--- src/rtl/branch_predict_unit_pkg.sv ---
// Shared constants and saturating-counter helpers for the branch predict unit.
package branch_predict_unit_pkg;

    // Branch func3 encodings
    localparam logic [2:0] F3_BEQ  = 3'b000;
    localparam logic [2:0] F3_BNE  = 3'b001;
    localparam logic [2:0] F3_BLT  = 3'b010;
    localparam logic [2:0] F3_BGE  = 3'b011;
    localparam logic [2:0] F3_BLTU = 3'b100;
    localparam logic [2:0] F3_BGEU = 3'b101;

    // Weakly-not-taken value: 2**(ctr_w-1)-1
    function automatic int unsigned ctr_reset_val(input int unsigned ctr_w);
        return (32'd1 << (ctr_w - 32'd1)) - 32'd1;
    endfunction

    // Increment, holding at all-ones for a ctr_w-bit counter
    function automatic int unsigned inc_sat(input int unsigned v, input int unsigned ctr_w);
        int unsigned max_v;
        max_v = (32'd1 << ctr_w) - 32'd1;
        return (v >= max_v) ? max_v : v + 32'd1;
    endfunction

    // Decrement, holding at zero
    function automatic int unsigned dec_sat(input int unsigned v);
        return (v == 32'd0) ? 32'd0 : v - 32'd1;
    endfunction

endpackage

--- src/rtl/branch_predict_unit_bht_sat_table.sv ---
// Direct-mapped table of saturating counters: combinational read, synchronous update.
module bht_sat_table
    import branch_predict_unit_pkg::*;
#(
    parameter int unsigned INDEX_W = 6,
    parameter int unsigned CTR_W   = 2
) (
    input  logic               clk_i,
    input  logic               rst_i,
    input  logic [INDEX_W-1:0] rd_index_i,
    output logic               rd_taken_o,
    input  logic               wr_en_i,
    input  logic [INDEX_W-1:0] wr_index_i,
    input  logic               wr_taken_i
);

    localparam int unsigned Entries = 2 ** INDEX_W;
    localparam logic [CTR_W-1:0] RstVal = CTR_W'(ctr_reset_val(CTR_W));

    logic [CTR_W-1:0] ctr_q [Entries];
    logic [CTR_W-1:0] ctr_d [Entries];

    // Read returns the stored (pre-update) value; no write-to-read bypass
    assign rd_taken_o = ctr_q[rd_index_i][CTR_W-1];

    // Next-state: saturating move of the addressed counter toward the outcome
    always_comb begin
        ctr_d = ctr_q;
        if (wr_en_i) begin
            if (wr_taken_i) begin
                ctr_d[wr_index_i] = CTR_W'(inc_sat(32'(ctr_q[wr_index_i]), CTR_W));
            end else begin
                ctr_d[wr_index_i] = CTR_W'(dec_sat(32'(ctr_q[wr_index_i])));
            end
        end
    end

    // Counter storage with asynchronous reset of every entry
    always_ff @(posedge clk_i or posedge rst_i) begin
        if (rst_i) begin
            for (int i = 0; i < Entries; i++) begin
                ctr_q[i] <= RstVal;
            end
        end else begin
            ctr_q <= ctr_d;
        end
    end

endmodule

--- src/rtl/branch_predict_unit.sv ---
// Branch resolution, BHT-based prediction and mispredict statistics.
module branch_predict_unit
    import branch_predict_unit_pkg::*;
#(
    parameter int unsigned INDEX_W   = 6,
    parameter int unsigned CTR_W     = 2,
    parameter int unsigned STAT_W    = 16,
    parameter bit          STATIC_NT = 1'b0
) (
    input  logic               clk,
    input  logic               rst,
    input  logic [INDEX_W-1:0] if_index,
    output logic               pred_taken,
    input  logic               ex_branch,
    input  logic [2:0]         ex_func3,
    input  logic               ex_zero,
    input  logic               ex_neg,
    input  logic               ex_borrow,
    input  logic [INDEX_W-1:0] ex_index,
    input  logic               ex_pred_taken,
    output logic               ex_taken,
    output logic               mispredict,
    output logic               illegal_br,
    output logic [STAT_W-1:0]  stat_mispredicts
);

    logic              rd_taken;
    logic              wr_en;
    logic              cond;
    logic              undef_f3;
    logic              pred_eff;
    logic [STAT_W-1:0] stat_q, stat_d;

    bht_sat_table #(
        .INDEX_W (INDEX_W),
        .CTR_W   (CTR_W)
    ) u_bht (
        .clk_i      (clk),
        .rst_i      (rst),
        .rd_index_i (if_index),
        .rd_taken_o (rd_taken),
        .wr_en_i    (wr_en),
        .wr_index_i (ex_index),
        .wr_taken_i (ex_taken)
    );

    // Branch condition decode from ALU flags
    always_comb begin
        cond     = 1'b0;
        undef_f3 = 1'b0;
        case (ex_func3)
            F3_BEQ:  cond = ex_zero;
            F3_BNE:  cond = ~ex_zero;
            F3_BLT:  cond = ex_neg;
            F3_BGE:  cond = ex_zero | ~ex_neg;
            F3_BLTU: cond = ex_borrow;
            F3_BGEU: cond = ex_zero | ~ex_borrow;
            default: undef_f3 = 1'b1;
        endcase
    end

    // Outcome, mispredict and table write enable; static mode treats every prediction as NT
    always_comb begin
        ex_taken   = ex_branch & cond;
        illegal_br = ex_branch & undef_f3;
        pred_eff   = STATIC_NT ? 1'b0 : ex_pred_taken;
        mispredict = ex_branch & ~illegal_br & (ex_taken ^ pred_eff);
        wr_en      = ex_branch & ~illegal_br & ~STATIC_NT;
        pred_taken = STATIC_NT ? 1'b0 : rd_taken;
    end

    // Saturating mispredict statistic next-state
    always_comb begin
        stat_d = stat_q;
        if (mispredict && (stat_q != {STAT_W{1'b1}})) begin
            stat_d = stat_q + STAT_W'(1);
        end
    end

    // Statistic register
    always_ff @(posedge clk or posedge rst) begin
        if (rst) begin
            stat_q <= '0;
        end else begin
            stat_q <= stat_d;
        end
    end

    assign stat_mispredicts = stat_q;

endmodule

--- config.mk ---
export PLATFORM = sky130hd
export DESIGN_NAME = branch_predict_unit
export DESIGN_NICKNAME = d
export VERILOG_FILES = /design/src/rtl/branch_predict_unit_pkg.sv /design/src/rtl/branch_predict_unit_bht_sat_table.sv /design/src/rtl/branch_predict_unit.sv
export SDC_FILE = /design/constraint.sdc
export NUM_CORES = 1
export LEC_CHECK = 0
export ABC_AREA = 1
export BUFFER_PORTS_ARGS = -buffer_cell sky130_fd_sc_hd__clkbuf_2
export CORE_ASPECT_RATIO = 0.7
export CORE_MARGIN = 8
export CORE_UTILIZATION = 60
export CTS_BUF_LIST = sky130_fd_sc_hd__clkbuf_16
export CTS_CLUSTER_DIAMETER = 150
export DETAILED_ROUTE_END_ITERATION = 8
export GPL_ROUTABILITY_DRIVEN = 0
export PLACE_DENSITY = 0.85
export SYNTH_ARGS = -nofsm -noshare
export SYNTH_HDL_FRONTEND = slang
export SYNTH_HIERARCHICAL = 1
export SYNTH_SLANG_ARGS = --single-unit
--- constraint.sdc ---
create_clock -name clk -period 7.7 [get_ports clk]
set_clock_uncertainty 0.15 [all_clocks]
set_input_delay 1.54 -clock clk [delete_from_list [all_inputs] [get_ports clk]]
set_output_delay 1.54 -clock clk [all_outputs]
set_load 0.005 [all_outputs]
==> results by group, run 1 <==
Floorplanning
  – Starting density of the core: 60.2%
  – Boundary Pins: 42
  – Core box area: between 15000 and 20000 um2
  – Height of the die: 120 um
  – Cell Rows: 38
  – Total Die Area: 19600 um2
  – Die outline width: 164 um

Clock network
  – Hold Buf Count CTS: 0
  – CTS Buffer Depth: 2
  – Clock latency on the worst-skew pair: roughly 0.43 ns
  – Setup fix buffers added after clock tree synthesis: 0
  – CTS-repair resized insts: 0
  – CTS root buffer: clkbuf_16
  – Post-CTS clock slew at the launch and capture registers of the worst setup and hold paths: 0.06 ns
  – Clock Sinks: roughly 140
  – CTS buffer count: 17
  – CTS tree: yes
  – CTS H-tree depth: 4

Route
  – Number of vias after detailed routing: 8957
  – Routed wire length: 25800 um
  – Vias per inst: 5.63
  – Detailed-route DRC error count: 0
  – Initial detailed-routing violation count: about 1200
  – Post-detailed-route count of antenna-violating nets: 0
  – Drt pass-1 iters: 5
  – Detail-routed net length per standard cell: 16.2 um

Cells and area
  – Multi-input gate area in the final layout: 4410 um2
  – Fraction of final layout cells with drive strength greater than 1: 14.7%
  – Footprint of the flip-flops and latches: around 3700 um2
  – Diodes inserted: 0
  – Area overhead of the layout relative to synthesis: 7.84%
  – Final-layout fill cell count: 1355
  – Number of nets in the layout: 1402

STA
  – Worst slew pin tran: 0.921 ns
  – Setup repair after global routing missed its margin: no
  – Final-report hold violation count: 0
  – Achievable frequency: 0.187 GHz
  – Time the worst path needs with I/O delays and setup: 5.35 ns
  – Slew Limit Fails: 0
  – Worst-case headroom to the max-slew limit: 38.6%
  – Final setup TNS: 0 ns
  – Setup violations, final: 0
  – Share of the cycle needed by the critical path after routing: a little over two thirds

Power
  – Worst IR Drop VDD: about 0.14 mV
  – Internal power summed over all cells: 1550 uW
  – Part of the total power dissipated in sequential elements: a little over two fifths
  – Part of the total power dissipated in combinational logic: between 20% and 30%
  – Pwr/cell area: 232 nW/um2
  – Leakage power total: 0.00502 uW
  – Sw frac: approximately a third
  – Total design power: between 2000 and 2500 uW
  – Clock power share: 36.1%
  – Switch Pwr: 746 uW

Flow run
  – Number of max-cap violations: 0

GRT
  – Vias in the first global route: 8420
  – Pin count of the biggest net entering global routing: between 70 and 80
  – Antenna violations before repair: 0
  – First-pass GRT wire length: ~42000 um
  – Overall track demand over capacity in global routing: 26.9%
  – Overflow left after global routing: 0

Logic synthesis
  – Number of enable flip-flop cells after synthesis: 0
  – Synthesized area divided by synthesized cell count: 6.70 um2
  – Post-Syn Instances: 1373
  – Total standard cell area after synthesis: ~9200 um2
  – Seq/Total Area, Yosys: 40.1%
  – Ys Warns: 6
  – Synth cell types: 39
  – Yosys reg bits: approximately 140
  – Main synth FF type: dfrtp_1
  – Fraction of synthesis flops using an asynchronous set or reset pin: 100%
  – Syn_nets: ~1400

Critical path
  – Startpoint class of the critical path: input port
  – Critical Path End Type: output port
  – Critical path class: input port to output port
  – Critical-path maximum fanout: 49
  – Data required time of the critical path: 6.01 ns
  – Signal arrival time at the worst endpoint: 3.66 ns

Run status
  – Result of the run: complete, no violations

Placement
  – DPL Wire Length: about 17000 um
  – PortBufs: 41

Hold path
  – Hold crit path type: flop to flop
registers in the layout, summed over array words and instances (netlist names):
signal	cells
u_bht/ctr_q	128
stat_mispredicts	16
cells in the final DEF, fill, tap and decap left out, types with 2 or more instances in the layout:
cell,count
a21oi_1,36
buf_4,5
bufinv_16,2
clkbuf_16,17
clkbuf_2,40
clkinv_1,3
clkinv_2,3
clkinv_4,3
clkinvlp_4,3
dfrtp_1,80
dfstp_2,64
inv_1,189
inv_2,2
inv_4,2
inv_6,4
nand2_1,473
nand2_2,22
nand3_1,87
nand3_4,2
nand3b_1,2
nand4_1,18
nand4_4,2
nor2_1,135
nor2_2,3
nor2_4,2
nor3_1,5
o211ai_1,15
o21ai_0,87
o21ai_1,42
or2_2,23
xnor2_1,7
xor2_1,4
routing by layer:
layer | vias to the layer above | global-route usage (%) | part of all wire (%)
li1 | 4265 | - | -
met1 | 4142 | 36.8 | 42
met2 | 492 | 40.4 | 45
met3 | 58 | 7.12 | 11
met4 | 0 | 9.63 | 2.2
met5 | - | 0 | 0
final timing paths:
check	from	to	slack [ns]	cells after the start
max reg2reg	u_bht/ctr_q[6]$_DFFE_PP1P_	u_bht/ctr_q[101]$_DFFE_PP0P_	4.75	15
max	if_index[0]	pred_taken	2.35	11
min in group asynchronous	rst	stat_mispredicts[0]$_DFFE_PP0P_	1.06	2
min	u_bht/ctr_q[126]$_DFFE_PP1P_	u_bht/ctr_q[126]$_DFFE_PP1P_	0.32	2
min reg2reg	u_bht/ctr_q[126]$_DFFE_PP1P_	u_bht/ctr_q[126]$_DFFE_PP1P_	0.32	2
max in group asynchronous	rst	u_bht/ctr_q[83]$_DFFE_PP0P_	4.99	3
worst max-delay path: stages:
cell      delay, ns
clkbuf_2       0.63
inv_1          0.49
nor2_1         0.19
o21ai_0        0.11
o21ai_0        0.16
inv_1          0.05
o21ai_0        0.07
o211ai_1       0.11
nand3b_1       0.10
nand2_1        0.08
clkbuf_2       0.12
through the flow:
stage	area, um2	cells	hold slack [ns]	worst slack (ns)	utilization, %
floorplan	9190	1373	0.303	2.70	-
global placement	9330	1560	0.308	2.48	61.1
detailed placement	9330	1560	0.313	2.42	61.1
CTS	9910	1592	0.323	2.42	65.0
global route	9910	1592	0.338	2.11	65.0
finish	9910	1592	0.320	2.35	65.0
cell type report:
type                    instances  share of cell area (%)
clock buffers                  17                    4.29
inverters                     196                    7.47
clock inverters                15                    1.60
multi-input cells             974                    44.5
flip-flops and latches        144                    37.2
well taps                     200                    2.52
repair buffers                 46                    2.45
Yosys cell counts, drive strengths merged (2+ instances only):
master | n | area [um2]
xnor2 | 7 | 61.3
xor2 | 4 | 35.0
buf | 41 | 292
dfstp | 64 | 1680
o21bai | 2 | 26.3
nand2 | 495 | 1910
nand4 | 20 | 155
nand3b | 2 | 15.0
o21ai | 129 | 646
clkinv | 3 | 11.3
nand3 | 89 | 470
and2 | 2 | 15.0
o211ai | 15 | 113
nor3 | 5 | 25.0
nor2 | 141 | 568
dfrtp | 80 | 2000
or2 | 23 | 144
clkbuf | 18 | 67.6
a21oi | 38 | 205
inv | 193 | 727
cells by family after synthesis:
logic type,after synthesis,synth area share (%)
adder cells (fa/ha/maj),1,0.136
buffers and inverters,255,11.9
AO/OA/AOI/OAI,185,10.9
XOR/XNOR,11,1.05
flip-flops,144,40.1
AND/OR/NAND/NOR,777,36.0
power by group through the flow:
stage	clock network [uW]	registers, uW	logic, uW
2_1_floorplan	0	983	355
3_3_place_gp	0	1000	439
3_5_place_dp	0	1010	458
4_1_cts	839	998	461
5_1_grt	869	1010	533
6_report	829	1000	468
Note: power is estimated with default switching activity, not from simulation.
==> inputs of run 2 (changes only) <==
CORE_UTILIZATION = 57   (was 60)
clock period = 4.8 ns   (was 7.7 ns; I/O delays follow)
==> results by group, run 2 (synthesis results as in run 1) <==
Clock network
  – CTS tree: yes
  – Hold Buf Count CTS: 0
  – CTS root buffer: clkbuf_16
  – CTS-repair resized insts: 0
  – Clock latency on the worst-skew pair: about 0.44 ns
  – CTS Buffer Depth: 2
  – Clock Sinks: roughly 140
  – CTS buffer count: 17
  – Post-CTS clock slew at the launch and capture registers of the worst setup and hold paths: ~0.06 ns
  – Setup fix buffers added after clock tree synthesis: 0
  – CTS H-tree depth: 4

Route
  – Post-detailed-route count of antenna-violating nets: 0
  – Vias per inst: 5.62
  – Routed wire length: 25900 um
  – Detail-routed net length per standard cell: between 15 and 20 um
  – Drt pass-1 iters: 6
  – Detailed-route DRC error count: 0
  – Initial detailed-routing violation count: roughly 1200
  – Number of vias after detailed routing: ~9000

GRT
  – Antenna violations before repair: 0
  – Pin count of the biggest net entering global routing: 91
  – First-pass GRT wire length: roughly 43000 um
  – Overflow left after global routing: 0
  – Vias in the first global route: roughly 8500
  – Overall track demand over capacity in global routing: between 20% and 30%

Cells and area
  – Diodes inserted: 0
  – Fraction of final layout cells with drive strength greater than 1: 14.9%
  – Most common cell after layout, fill and taps aside: nand2_1
  – Commonest non-fill, non-tap cells in the layout: nand2_1, inv_1, nor2_1
  – Count of placed standard cells in the final layout, fillers left out: 1605
  – Number of nets in the layout: 1410
  – Area overhead of the layout relative to synthesis: 9.68%
  – Flip-flop count of the largest register after layout: ~130
  – Register containing the most flip-flops in the final layout: u_bht/ctr_q

STA
  – Share of the cycle needed by the critical path after routing: between 70% and 80%
  – Final-report hold violation count: 0
  – Achievable frequency: 0.282 GHz
  – Setup violations, final: 0
  – Worst-case headroom to the max-slew limit: between 30% and 40%
  – Slew Limit Fails: 0
  – Final setup TNS: 0 ns
  – Time the worst path needs with I/O delays and setup: 3.55 ns
  – Setup repair after global routing missed its margin: no
  – Worst slew pin tran: 0.947 ns

Power
  – Worst IR Drop VDD: 0.251 mV
  – Pwr/cell area: 381 nW/um2
  – Leakage power total: 0.00512 uW

Critical path
  – Critical path, cell by cell: clkbuf_2 -> buf_4 -> o21ai_0 -> o21ai_0 -> nor2_1 -> o211ai_1 -> nand3_1 -> nand2_1 -> clkbuf_2
  – Startpoint class of the critical path: input port
  – Slowest cell on crit path: clkbuf_2
  – Data required time of the critical path: 3.69 ns
  – Critical path class: input port to output port
  – Largest stage delay on the critical path: 0.43 ns
  – Count of cells along the worst register-to-register path: 15
  – Signal arrival time at the worst endpoint: 2.44 ns
  – Critical Path End Type: output port
  – Critical-path maximum fanout: 28

Hold path
  – Hold crit path type: flop to flop
  – Depth of the worst hold-timing path: 2

Floorplanning
  – Starting density of the core: 57.3%
  – Cell Rows: 39
  – Height of the die: 122 um
  – Core box area: approximately 16000 um2
  – Total Die Area: 20500 um2
  – Die outline width: 168 um
  – Boundary Pins: between 40 and 50

Placement
  – PortBufs: 41
  – Number of cells in the design after placement: 1573
  – DPL Wire Length: 16900 um

Run status
  – Result of the run: complete, no violations

Flow run
  – Number of max-cap violations: 0
-- run 2: cell count changes in the layout (fill, tap and decap cells not counted), sizes merged --
cell and change:
bufinv +3, clkinvlp -2, clkinv -2, clkbuf +1, buf +8
-- run 2: per-layer routing --
metal	up-vias	track usage (%)	routed length [um]
met2	450	40.0	11300
met1	4241	36.2	11400
met3	55	7.17	2590
li1	4278	-	-
met5	-	0	0
met4	0	8.17	540
-- run 2: worst paths after layout --
path / from / to / slack (ns)
max in group asynchronous: rst / u_bht/ctr_q[118]$_DFFE_PP1P_ / 2.92
setup / recovery: if_index[1] / pred_taken / 1.25
hold reg to reg: u_bht/ctr_q[88]$_DFFE_PP1P_ / u_bht/ctr_q[88]$_DFFE_PP1P_ / 0.32
min in group asynchronous: rst / stat_mispredicts[13]$_DFFE_PP0P_ / 0.47
hold / removal: u_bht/ctr_q[88]$_DFFE_PP1P_ / u_bht/ctr_q[88]$_DFFE_PP1P_ / 0.32
setup reg to reg: u_bht/ctr_q[102]$_DFFE_PP1P_ / u_bht/ctr_q[125]$_DFFE_PP0P_ / 2.30
-- run 2: layout make-up --
class	count	area, um2
Clock buffer	18	450
Clock inverter	14	199
Fill cell	1392	5970
Inverter	196	741
Multi-Input combinational cell	974	4410
Sequential cell	144	3680
Tap cell	205	256
Timing Repair Buffer	54	340
-- run 2: power breakdown --
part	leakage [uW]	switching (uW)	total [uW]	internal, uW
registers	0.00159	146	1610	1470
logic	0.00320	492	756	263
clock network	0.000328	525	1470	944
total	0.00512	1160	3840	2680
-- run 2: stage by stage --
stage                     worst slack [ns]  instance area, um2  power (uW)  utilization [%]  hold WS, ns
after global placement                1.28                9430        2330             58.8        0.308
after CTS                             1.27               10100        3840             62.8        0.322
after floorplan                      0.383                9190        2150                -        0.303
final                                 1.25               10100        3840             62.8        0.323
after global routing                  1.02               10100        4040             62.8        0.335
after detailed placement              1.28                9430        2360             58.8        0.312
-- run 2: worst max-delay path, delay by kind of cell --
family | cells | cell delay [ns]
AND/OR/NAND/NOR | 3 | 0.25
buffers and inverters | 3 | 0.78
AO/OA/AOI/OAI | 3 | 0.45
